**src/rtl/video_axis_bridge.sv**
```systemverilog
// Raster-to-AXI4-Stream bridge: captures active pixels, widens colour depth and
// buffers them in a FWFT FIFO with SOF resynchronisation after overflow.
module video_axis_bridge #(
  parameter int H_RES      = 640,
  parameter int V_RES      = 480,
  parameter int COORD_W    = 10,
  parameter int IN_BPC     = 4,
  parameter int OUT_BPC    = 8,
  parameter int FIFO_DEPTH = 16
) (
  input  logic                            clk,
  input  logic                            reset,
  input  logic                            video_on,
  input  logic [COORD_W-1:0]              pixel_x,
  input  logic [COORD_W-1:0]              pixel_y,
  input  logic [3*IN_BPC-1:0]             rgb_in,
  output logic [3*OUT_BPC-1:0]            tdata,
  output logic                            tvalid,
  output logic                            tuser,
  output logic                            tlast,
  input  logic                            tready,
  input  logic                            clear_status,
  output logic                            overflow,
  output logic [15:0]                     frame_count,
  output logic [15:0]                     drop_count,
  output logic [$clog2(FIFO_DEPTH):0]     fifo_level
);

  localparam int AW = $clog2(FIFO_DEPTH);
  localparam int LW = AW + 1;
  localparam int DW = 3 * OUT_BPC;
  localparam int EW = DW + 2;

  typedef enum logic [1:0] {WAIT_SOF, STREAM, RESYNC} state_t;

  state_t               state_reg, state_next;
  logic                 cap_valid_reg;
  logic [3*IN_BPC-1:0]  cap_rgb_reg;
  logic                 cap_sof_reg;
  logic                 cap_eol_reg;
  logic [DW-1:0]        wide_rgb;
  logic [EW-1:0]        mem [FIFO_DEPTH];
  logic [EW-1:0]        head;
  logic [AW-1:0]        wr_ptr_reg, rd_ptr_reg;
  logic [LW-1:0]        level_reg;
  logic                 overflow_reg;
  logic [15:0]          frame_count_reg, drop_count_reg;
  logic                 push_req, push, pop, full, discard, drop_full;

  always_ff @(posedge clk or negedge reset) begin
    if (!reset) begin
      cap_valid_reg <= 1'b0;
      cap_rgb_reg   <= '0;
      cap_sof_reg   <= 1'b0;
      cap_eol_reg   <= 1'b0;
    end else begin
      cap_valid_reg <= video_on;
      cap_rgb_reg   <= rgb_in;
      cap_sof_reg   <= (pixel_x == '0) && (pixel_y == '0);
      cap_eol_reg   <= (pixel_x == COORD_W'(H_RES - 1));
    end
  end

  // Each output bit, counted from the channel MSB, repeats input bit (j mod IN_BPC).
  genvar gi, gb;
  generate
    for (gi = 0; gi < 3; gi++) begin : g_chan
      for (gb = 0; gb < OUT_BPC; gb++) begin : g_bit
        assign wide_rgb[gi*OUT_BPC + gb] =
          cap_rgb_reg[gi*IN_BPC + IN_BPC - 1 - ((OUT_BPC - 1 - gb) % IN_BPC)];
      end
    end
  endgenerate

  assign full      = (level_reg == LW'(FIFO_DEPTH));
  assign tvalid    = (level_reg != '0);
  assign pop       = tvalid && tready;
  assign push_req  = cap_valid_reg && ((state_reg == STREAM) || cap_sof_reg);
  assign discard   = cap_valid_reg && !push_req;
  assign push      = push_req && (!full || pop);
  assign drop_full = push_req && full && !pop;

  always_ff @(posedge clk or negedge reset) begin
    if (!reset) state_reg <= WAIT_SOF;
    else        state_reg <= state_next;
  end

  always_comb begin
    state_next = state_reg;
    case (state_reg)
      WAIT_SOF, RESYNC: if (push)      state_next = STREAM;
      STREAM:           if (drop_full) state_next = RESYNC;
      default:                         state_next = WAIT_SOF;
    endcase
  end

  always_ff @(posedge clk) begin
    if (push) mem[wr_ptr_reg] <= {cap_sof_reg, cap_eol_reg, wide_rgb};
  end

  always_ff @(posedge clk or negedge reset) begin
    if (!reset) begin
      wr_ptr_reg <= '0;
      rd_ptr_reg <= '0;
      level_reg  <= '0;
    end else begin
      if (push) wr_ptr_reg <= wr_ptr_reg + AW'(1);
      if (pop)  rd_ptr_reg <= rd_ptr_reg + AW'(1);
      case ({push, pop})
        2'b10:   level_reg <= level_reg + LW'(1);
        2'b01:   level_reg <= level_reg - LW'(1);
        default: level_reg <= level_reg;
      endcase
    end
  end

  // Outputs are forced to zero when empty so reset clears them without a clock edge.
  assign head  = mem[rd_ptr_reg];
  assign tdata = tvalid ? head[DW-1:0] : '0;
  assign tlast = tvalid && head[DW];
  assign tuser = tvalid && head[DW+1];

  always_ff @(posedge clk or negedge reset) begin
    if (!reset) begin
      overflow_reg    <= 1'b0;
      frame_count_reg <= '0;
      drop_count_reg  <= '0;
    end else begin
      if (clear_status)   overflow_reg <= 1'b0;
      else if (drop_full) overflow_reg <= 1'b1;
      if (push && cap_sof_reg) frame_count_reg <= frame_count_reg + 16'd1;
      if (clear_status)
        drop_count_reg <= '0;
      else if ((discard || drop_full) && (drop_count_reg != 16'hFFFF))
        drop_count_reg <= drop_count_reg + 16'd1;
    end
  end

  assign overflow    = overflow_reg;
  assign frame_count = frame_count_reg;
  assign drop_count  = drop_count_reg;
  assign fifo_level  = level_reg;

endmodule

```
**config.mk**
```make
export PLATFORM = sky130hd
export DESIGN_NAME = video_axis_bridge
export DESIGN_NICKNAME = d
export VERILOG_FILES = /design/src/rtl/video_axis_bridge.sv
export SDC_FILE = /design/constraint.sdc
export NUM_CORES = 1
export LEC_CHECK = 0
export ABC_AREA = 1
export CAP_MARGIN = 20
export CELL_PAD_IN_SITES_DETAIL_PLACEMENT = 1
export CELL_PAD_IN_SITES_GLOBAL_PLACEMENT = 1
export CORE_MARGIN = 8
export CORE_UTILIZATION = 48
export CTS_BUF_LIST = sky130_fd_sc_hd__clkbuf_8
export CTS_CLUSTER_SIZE = 8
export DETAILED_ROUTE_END_ITERATION = 10
export GPL_TIMING_DRIVEN = 0
export PLACE_DENSITY = 0.93
export SETUP_SLACK_MARGIN = 0.2
export SYNTH_ARGS = -nofsm -noshare
export SYNTH_HDL_FRONTEND = slang
export SYNTH_SLANG_ARGS = --single-unit
```
**constraint.sdc**
```tcl
create_clock -name clk -period 2.88 [get_ports clk]
set_clock_uncertainty 0.1 [all_clocks]
set_input_delay 0.576 -clock clk [delete_from_list [all_inputs] [get_ports clk]]
set_output_delay 0.576 -clock clk [all_outputs]
set_load 0.02 [all_outputs]
```
==> impl_metrics.prom, run 1 <==
# TYPE chip_impl_metric gauge
chip_impl_metric{name="critPathMaxFanout",unit=""} 10
chip_impl_metric{name="synth_async_sr_flop_share",unit="%"} 21.95
chip_impl_metric{name="post_synth_inst_count",unit=""} 1040
chip_impl_metric{name="multiInputGateArea",unit="sq um"} 3958
chip_impl_metric{name="layout.nets",unit=""} 1278
chip_impl_metric{name="synthesis.area",unit="sq um"} 12060
chip_impl_info{name="clock_tree_from_tritoncts",value="yes"} 1
chip_impl_metric{name="dpl-instance-area",unit="sq um"} 13620
chip_impl_metric{name="clkLatencyLatePin",unit="ps"} 580
chip_impl_metric{name="cts.htree.levels",unit=""} 2
chip_impl_metric{name="layout_overhead_on_the_synthesized_area",unit="%"} 31.26
chip_impl_metric{name="r2r.worst_path.cells",unit=""} 8
chip_impl_info{name="ys_top_cells_by_area",value="sky130_fd_sc_hd__edfxtp_1 56%, sky130_fd_sc_hd__dfrtp_1 13%, sky130_fd_sc_hd__nor2_1 5.9%"} 1
chip_impl_info{name="reg2reg_launch_point",value="cap_sof_reg"} 1
chip_impl_info{name="setup.worst_path.class",value="register to primary output"} 1
chip_impl_info{name="cts.root.buffer_cell",value="sky130_fd_sc_hd__clkbuf_8"} 1
chip_impl_metric{name="fillerInstances",unit=""} 2516
chip_impl_metric{name="timing_max_transition_violations_final",unit=""} 0
chip_impl_metric{name="timing.critical_path.required",unit="ps"} 2200
chip_impl_metric{name="io_pins",unit=""} 102
chip_impl_metric{name="cts_buffer_depth",unit=""} 3
chip_impl_metric{name="port-buffer-count",unit=""} 101
chip_impl_info{name="critical_path.startpoint_type",value="register"} 1
chip_impl_metric{name="initial_core_util",unit="%"} 48.33
chip_impl_metric{name="wirelength",unit="microns"} 48540
chip_impl_metric{name="cts_buffers",unit=""} 46
chip_impl_info{name="synth.most_common_cell",value="sky130_fd_sc_hd__edfxtp_1"} 1
chip_impl_info{name="ys.flop_type",value="sky130_fd_sc_hd__edfxtp_1"} 1
chip_impl_metric{name="global_route.usage.total",unit="%"} 29.49
chip_impl_metric{name="static_leakage",unit="nW"} 5.887
chip_impl_metric{name="worst_ep_arrival_time",unit="ps"} 2750
chip_impl_metric{name="grt_overflow",unit=""} 0
chip_impl_metric{name="die_area",unit="sq um"} 30460
chip_impl_metric{name="post-place-cells",unit=""} 1484
chip_impl_info{name="outcome",value="complete, but fails checks"} 1
chip_impl_metric{name="cts.reportedPaths.clkPinSlew",unit="ps"} 70
chip_impl_metric{name="seqCellArea",unit="sq um"} 8309
chip_impl_metric{name="vias_in_the_first_global_route",unit=""} 10960
chip_impl_metric{name="dp_worst_setup_slack",unit="ps"} -1015
chip_impl_metric{name="hold-worst-slack",unit="ps"} 40.14
chip_impl_metric{name="max-slew-margin-rel",unit="%"} 38.40
chip_impl_metric{name="setup_viol",unit=""} 26
chip_impl_metric{name="postSynthAreaPerCell",unit="sq um"} 11.60
chip_impl_metric{name="power-per-cell-area",unit="nW/um^2"} 1013
chip_impl_metric{name="clock_sink_count",unit=""} 287
chip_impl_metric{name="hpwlAfterDp",unit="microns"} 26130
chip_impl_metric{name="total_number_of_vias",unit=""} 10160
chip_impl_info{name="failing_checks",value="setup timing"} 1
chip_impl_metric{name="floorplan.die.width",unit="microns"} 174.5
chip_impl_metric{name="largest_register_ff_count",unit=""} 224
chip_impl_metric{name="fin_crit_sh",unit="%"} 119.0
chip_impl_metric{name="yosysTopAreaCellShare",unit="%"} 55.76
chip_impl_metric{name="grt_max_degree",unit=""} 64
chip_impl_metric{name="gp_congestion",unit=""} 0.8993
chip_impl_metric{name="layout-drive-gt1-share",unit="%"} 25.08
chip_impl_metric{name="layout_setup_ws",unit="ps"} -547.9
chip_impl_metric{name="postSynthRegisterBits",unit=""} 287
chip_impl_metric{name="firstDrtPassIters",unit=""} 7
chip_impl_metric{name="detail-route-antenna-nets",unit=""} 0
chip_impl_metric{name="maxCapViolations",unit=""} 0
chip_impl_info{name="worst_r2r_endpoint",value="mem[15][21]"} 1
chip_impl_metric{name="power.ir.vdd_worst",unit="mV"} 0.8800
chip_impl_metric{name="diodes",unit=""} 0
chip_impl_metric{name="die_y",unit="microns"} 174.5
chip_impl_info{name="ys_top_cells_by_count",value="224 x sky130_fd_sc_hd__edfxtp_1, 191 x sky130_fd_sc_hd__nor2_1, 137 x sky130_fd_sc_hd__o21ai_0, 114 x sky130_fd_sc_hd__nand2_1, 63 x sky130_fd_sc_hd__dfrtp_1"} 1
chip_impl_metric{name="grt_antenna_before_repair",unit=""} 0
chip_impl_metric{name="synth_seq_area_share",unit="%"} 68.82
chip_impl_metric{name="timing.final.hold_violations",unit=""} 0
chip_impl_metric{name="yosysWarnings",unit=""} 0
chip_impl_metric{name="grt_pass1_wl",unit="microns"} 67680
chip_impl_metric{name="postLayoutCellArea",unit="sq um"} 15840
chip_impl_metric{name="detailedRoute.firstIterationViolations",unit=""} 1211
chip_impl_metric{name="via_per_inst",unit=""} 6.376
chip_impl_metric{name="drcViolationCount",unit=""} 0
chip_impl_info{name="hold_crit_path_type",value="input pin to asynchronous set/reset pin"} 1
chip_impl_metric{name="reg_to_reg_slack_setup",unit="ps"} 300
chip_impl_metric{name="placeableCoreArea",unit="sq um"} 24960
chip_impl_info{name="timing.critical_path.to_type",value="primary output"} 1
chip_impl_metric{name="min_period",unit="ps"} 3428
chip_impl_metric{name="wl_per_cell",unit="microns"} 30.45
chip_impl_metric{name="non_filler_instance_count_after_layout",unit=""} 1594
chip_impl_metric{name="synth_fp_nets",unit=""} 1086
chip_impl_metric{name="netlist-cell-type-count",unit=""} 35
chip_impl_metric{name="worst_slew_pin_slew",unit="ps"} 924.0
chip_impl_info{name="synth_area_leader_cell",value="sky130_fd_sc_hd__edfxtp_1"} 1
chip_impl_metric{name="core.rowCount",unit=""} 58
chip_impl_info{name="rsz0062_at_grt",value="true"} 1
chip_impl_metric{name="max_freq",unit="GHz"} 0.2917
chip_impl_metric{name="synth_enable_flop_cells",unit=""} 224
## worst max-delay path by stage
stage,start,slack (ps),end,cells past startpoint
floorplan,rd_ptr_reg[0],270,tdata[13],8
global placement,reset,-1190,cap_rgb_reg[3],1
global route,rd_ptr_reg[0],-570,tdata[13],10
CTS,rd_ptr_reg[0],-260,tdata[4],9
finish,rd_ptr_reg[0],-550,tdata[13],10
detailed placement,rd_ptr_reg[0],-1010,tdata[20],9
## cells in the final DEF (no fill, tap or decap), types with 16 or more instances in the layout
cell                              instances
sky130_fd_sc_hd__edfxtp_1               224
sky130_fd_sc_hd__nor2_1                 156
sky130_fd_sc_hd__nand2_1                110
sky130_fd_sc_hd__o21ai_0                 86
sky130_fd_sc_hd__clkdlybuf4s50_1         73
sky130_fd_sc_hd__inv_1                   61
sky130_fd_sc_hd__dfrtp_1                 60
sky130_fd_sc_hd__clkbuf_8                59
sky130_fd_sc_hd__buf_4                   43
sky130_fd_sc_hd__nand3_1                 39
sky130_fd_sc_hd__buf_6                   36
sky130_fd_sc_hd__o21ai_1                 36
sky130_fd_sc_hd__xor2_1                  25
sky130_fd_sc_hd__nor2_4                  19
sky130_fd_sc_hd__nor2_2                  18
sky130_fd_sc_hd__o221ai_2                16
## cell families after synthesis
logic type               after synthesis  synth area share, %
AO/OA/AOI/OAI                        218                10.44
XOR/XNOR                              32                2.323
adder cells (fa/ha/maj)                9               0.9334
buffers and inverters                107                4.003
flip-flops                           287                68.82
AND/OR/NAND/NOR                      387                13.47
## timing repair
action	CTS	global route
setup buffers	15	9
gates cloned	5	1
pin swaps	53	51
resized for setup	355	115
setup endpoints to repair	243	202
hold buffers	0	0
## metal layers
layer  part of all wire (%)  vias to the layer above  global-route usage (%)
met3                    9.7                      242                   8.700
met4                    8.0                        0                   20.24
met1                     35                     5054                   32.37
met2                     47                      767                   48.82
met5                      0                        -                       0
li1                       -                     4101                       -
## report_power, final
part / total, mW / internal [mW] / leakage (nW) / switching (mW)
sequential: 4.73 / 4.54 / 2.88 / 0.191
combinational: 7.94 / 3.14 / 2.51 / 4.80
clock: 3.37 / 1.59 / 0.499 / 1.78
total: 16.0 / 9.27 / 5.89 / 6.78
## cell type report
type,instances,share of cell area (%)
Buffer,62,4.567
Clock buffer,50,4.346
Clock inverter,30,0.7585
Inverter,45,1.138
Multi-Input combinational cell,646,24.99
Sequential cell,287,52.47
Tap cell,330,2.607
Timing Repair Buffer,144,9.118
## critical path: stages, from the launching register on
cell                      delay, ps
sky130_fd_sc_hd__dfrtp_2        480
sky130_fd_sc_hd__buf_6          190
sky130_fd_sc_hd__buf_6          160
sky130_fd_sc_hd__nor2_1         410
sky130_fd_sc_hd__o22ai_1        180
sky130_fd_sc_hd__nor2_1         170
sky130_fd_sc_hd__nor2_2          70
sky130_fd_sc_hd__o21ai_4        120
sky130_fd_sc_hd__a21oi_2        120
sky130_fd_sc_hd__buf_4          150
sky130_fd_sc_hd__buf_6          120
## through the flow
| step | util, % | power [mW] | setup TNS (ps) |
|---|---|---|---|
| 3_5_place_dp | 54.58 | 10.10 | -59800 |
| 3_3_place_gp | 54.03 | 9.797 | -193490 |
| 6_report | 63.43 | 16.05 | -9795 |
| 2_1_floorplan | - | 7.704 | 0 |
| 4_1_cts | 61.58 | 14.62 | -5306 |
| 5_1_grt | 63.43 | 16.34 | -10620 |
Power figures use the tool's default switching activity.
==> run 2: changes to the inputs <==
--- a/config.mk
+++ b/config.mk
@@ -16,7 +16,7 @@
 export DETAILED_ROUTE_END_ITERATION = 10
 export GPL_TIMING_DRIVEN = 0
 export PLACE_DENSITY = 0.93
-export SETUP_SLACK_MARGIN = 0.2
+export SETUP_SLACK_MARGIN = 0.05
 export SYNTH_ARGS = -nofsm -noshare
 export SYNTH_HDL_FRONTEND = slang
 export SYNTH_SLANG_ARGS = --single-unit
==> run 2 against run 1 <==
The flow still finishes with violations (setup timing). Clock power is essentially flat. Sequential cell count unchanged. Core utilization increased by 0.87 points. Critical endpoint is now tdata[5]. Sequential power barely moved.
==> impl_metrics.prom, run 2 (same netlist as run 1, synthesis figures left out) <==
# TYPE chip_impl_metric gauge
chip_impl_info{name="outcome",value="complete, but fails checks"} 1
chip_impl_info{name="failing_checks",value="setup timing"} 1
chip_impl_info{name="rsz0062_at_grt",value="true"} 1
chip_impl_metric{name="cts.htree.levels",unit=""} 2
chip_impl_metric{name="fin_crit_sh",unit="%"} 119.6
chip_impl_info{name="slowest_stage",value="sky130_fd_sc_hd__dfrtp_2"} 1
chip_impl_metric{name="power-per-cell-area",unit="nW/um^2"} 1050
chip_impl_metric{name="floorplan.die.width",unit="microns"} 174.5
chip_impl_metric{name="port-buffer-count",unit=""} 101
chip_impl_metric{name="holdBufCountCts",unit=""} 0
chip_impl_info{name="clock_tree_from_tritoncts",value="yes"} 1
chip_impl_info{name="layout.cells.most_common_list",value="224 x sky130_fd_sc_hd__edfxtp_1, 154 x sky130_fd_sc_hd__nor2_1, 114 x sky130_fd_sc_hd__nand2_1, 76 x sky130_fd_sc_hd__o21ai_0, 73 x sky130_fd_sc_hd__clkdlybuf4s50_1"} 1
chip_impl_metric{name="grt_antenna_before_repair",unit=""} 2
chip_impl_metric{name="die_area",unit="sq um"} 30460
chip_impl_info{name="cp_cell_sequence",value="clkinv_4 -> buf_12 -> buf_16 -> buf_6 -> o21ai_2 -> o22ai_1 -> nor2_1 -> nor2_1 -> o21ai_1 -> a21oi_2 -> buf_4 -> buf_6"} 1
chip_impl_metric{name="max_freq",unit="GHz"} 0.2903
chip_impl_metric{name="timing.final.hold_violations",unit=""} 0
chip_impl_metric{name="min_period",unit="ps"} 3445
chip_impl_metric{name="max-slew-margin-rel",unit="%"} 37.61
chip_impl_metric{name="slowest_delay",unit="ps"} 500
chip_impl_metric{name="firstDrtPassIters",unit=""} 5
chip_impl_metric{name="reg_to_reg_slack_setup",unit="ps"} 40
chip_impl_metric{name="wirelength",unit="microns"} 51690
chip_impl_metric{name="cts.reportedPaths.clkPinSlew",unit="ps"} 80
chip_impl_metric{name="clkLatencyLatePin",unit="ps"} 590
chip_impl_metric{name="initial_core_util",unit="%"} 48.33
chip_impl_metric{name="layout_overhead_on_the_synthesized_area",unit="%"} 33.05
chip_impl_metric{name="timing.critical_path.required",unit="ps"} 2200
chip_impl_info{name="setup.worst_path.class",value="register to primary output"} 1
chip_impl_metric{name="timing_max_transition_violations_final",unit=""} 0
chip_impl_metric{name="largest_register_ff_count",unit=""} 224
chip_impl_info{name="critical_path.startpoint_type",value="register"} 1
chip_impl_metric{name="grt_overflow",unit=""} 0
chip_impl_metric{name="die_y",unit="microns"} 174.5
chip_impl_metric{name="multiInputGateArea",unit="sq um"} 4040
chip_impl_metric{name="layout-drive-gt1-share",unit="%"} 25.95
chip_impl_metric{name="power.ir.vdd_worst",unit="mV"} 0.7877
chip_impl_metric{name="layout.nets",unit=""} 1278
chip_impl_metric{name="dpl-instance-area",unit="sq um"} 13620
chip_impl_metric{name="diodes",unit=""} 0
chip_impl_metric{name="detail-route-antenna-nets",unit=""} 0
chip_impl_metric{name="hold-worst-slack",unit="ps"} 34.70
chip_impl_metric{name="maxCapViolations",unit=""} 0
chip_impl_metric{name="gp_congestion",unit=""} 0.8993
chip_impl_metric{name="detailedRoute.firstIterationViolations",unit=""} 1529
chip_impl_metric{name="clock_sink_count",unit=""} 287
chip_impl_metric{name="hpwlAfterDp",unit="microns"} 26130
chip_impl_metric{name="total_number_of_vias",unit=""} 10320
chip_impl_metric{name="vias_in_the_first_global_route",unit=""} 10820
chip_impl_info{name="hold_crit_path_type",value="input pin to asynchronous set/reset pin"} 1
chip_impl_metric{name="worst_slew_pin_slew",unit="ps"} 935.9
chip_impl_metric{name="wl_per_cell",unit="microns"} 32.43
chip_impl_metric{name="io_pins",unit=""} 102
chip_impl_metric{name="cts_buffer_depth",unit=""} 3
chip_impl_metric{name="seqCellArea",unit="sq um"} 8309
chip_impl_metric{name="setup_viol",unit=""} 26
chip_impl_metric{name="grt_max_degree",unit=""} 64
chip_impl_info{name="cts.root.buffer_cell",value="sky130_fd_sc_hd__clkbuf_8"} 1
chip_impl_metric{name="via_per_inst",unit=""} 6.472
chip_impl_info{name="timing.critical_path.to_type",value="primary output"} 1
chip_impl_metric{name="placeableCoreArea",unit="sq um"} 24960
chip_impl_metric{name="layout_setup_ws",unit="ps"} -564.8
chip_impl_metric{name="static_leakage",unit="nW"} 5.963
chip_impl_metric{name="final_core_utilization",unit="%"} 64.30
chip_impl_metric{name="global_route.usage.total",unit="%"} 29.42
chip_impl_metric{name="worst_ep_arrival_time",unit="ps"} 2770
chip_impl_metric{name="drcViolationCount",unit=""} 0
chip_impl_metric{name="fillerInstances",unit=""} 2475
chip_impl_metric{name="critPathMaxFanout",unit=""} 6
chip_impl_metric{name="cts_buffers",unit=""} 46
chip_impl_info{name="final_common_cell",value="sky130_fd_sc_hd__edfxtp_1"} 1
chip_impl_metric{name="core.rowCount",unit=""} 58
chip_impl_metric{name="grt_pass1_wl",unit="microns"} 67320
chip_impl_metric{name="postLayoutCellArea",unit="sq um"} 16050
==> run 2: what timing repair did <==
action,in CTS,in global routing
endpoints found under the setup margin,219,181
cloned,5,5
buffers inserted,15,7
pin swaps,53,62
gates resized for setup,340,164
==> run 2: layer usage <==
| layer | vias to the layer above | track usage [%] | share of wire [%] |
|---|---|---|---|
| met2 | 850 | 48.54 | 47 |
| met3 | 252 | 7.550 | 11 |
| met1 | 5113 | 33.07 | 34 |
| met4 | 4 | 20.45 | 8.0 |
| met5 | - | 0 | 0.041 |
| li1 | 4097 | - | - |
==> run 2: report_power, final <==
part | switching [mW] | leakage [nW] | total [mW] | internal, mW
registers | 0.200 | 2.88 | 4.74 | 4.54
logic | 5.20 | 2.59 | 8.71 | 3.51
clock network | 1.81 | 0.499 | 3.40 | 1.59
total | 7.21 | 5.96 | 16.9 | 9.64
==> run 2: cell type report <==
| cell class | instances | area share, % |
|---|---|---|
| tap | 330 | 2.572 |
| clock buffer | 50 | 4.287 |
| clock inverter | 30 | 0.7483 |
| timing repair buffer | 145 | 9.751 |
| multi-input combinational | 646 | 25.17 |
| buffer | 61 | 4.583 |
| inverter | 45 | 1.122 |
| sequential | 287 | 51.77 |
==> run 2: through the flow <==
stage	worst slack, ps	TNS [ps]	power (mW)	std cells
4_1_cts	-255.8	-5324	14.62	1584
2_1_floorplan	270.2	0	7.704	1040
5_1_grt	-572.6	-11180	17.08	1594
6_report	-564.8	-10810	16.85	1594
3_3_place_gp	-1191	-193490	9.797	1471
3_5_place_dp	-1015	-59800	10.10	1484
==> run 2: worst max-delay path: cells and delay by family (launching register included) <==
| kind | cells | cell delay (ps) |
|---|---|---|
| buffers and inverters | 6 | 710 |
| AND/OR/NAND/NOR | 2 | 330 |
| AO/OA/AOI/OAI | 4 | 640 |
| flip-flops | 1 | 500 |
==> run 2: worst paths after layout <==
| kind | cells after the start | end | start |
|---|---|---|---|
| max in group asynchronous | 1 | cap_sof_reg | reset |
| setup reg to reg | 9 | mem[11][5] | cap_sof_reg |
| setup / recovery | 12 | tdata[5] | rd_ptr_reg[0] |
| hold / removal | 1 | rd_ptr_reg[2] | reset |
| hold reg to reg | 1 | frame_count[5] | frame_count[5] |
| min in group clk | 1 | cap_rgb_reg[3] | rgb_in[3] |
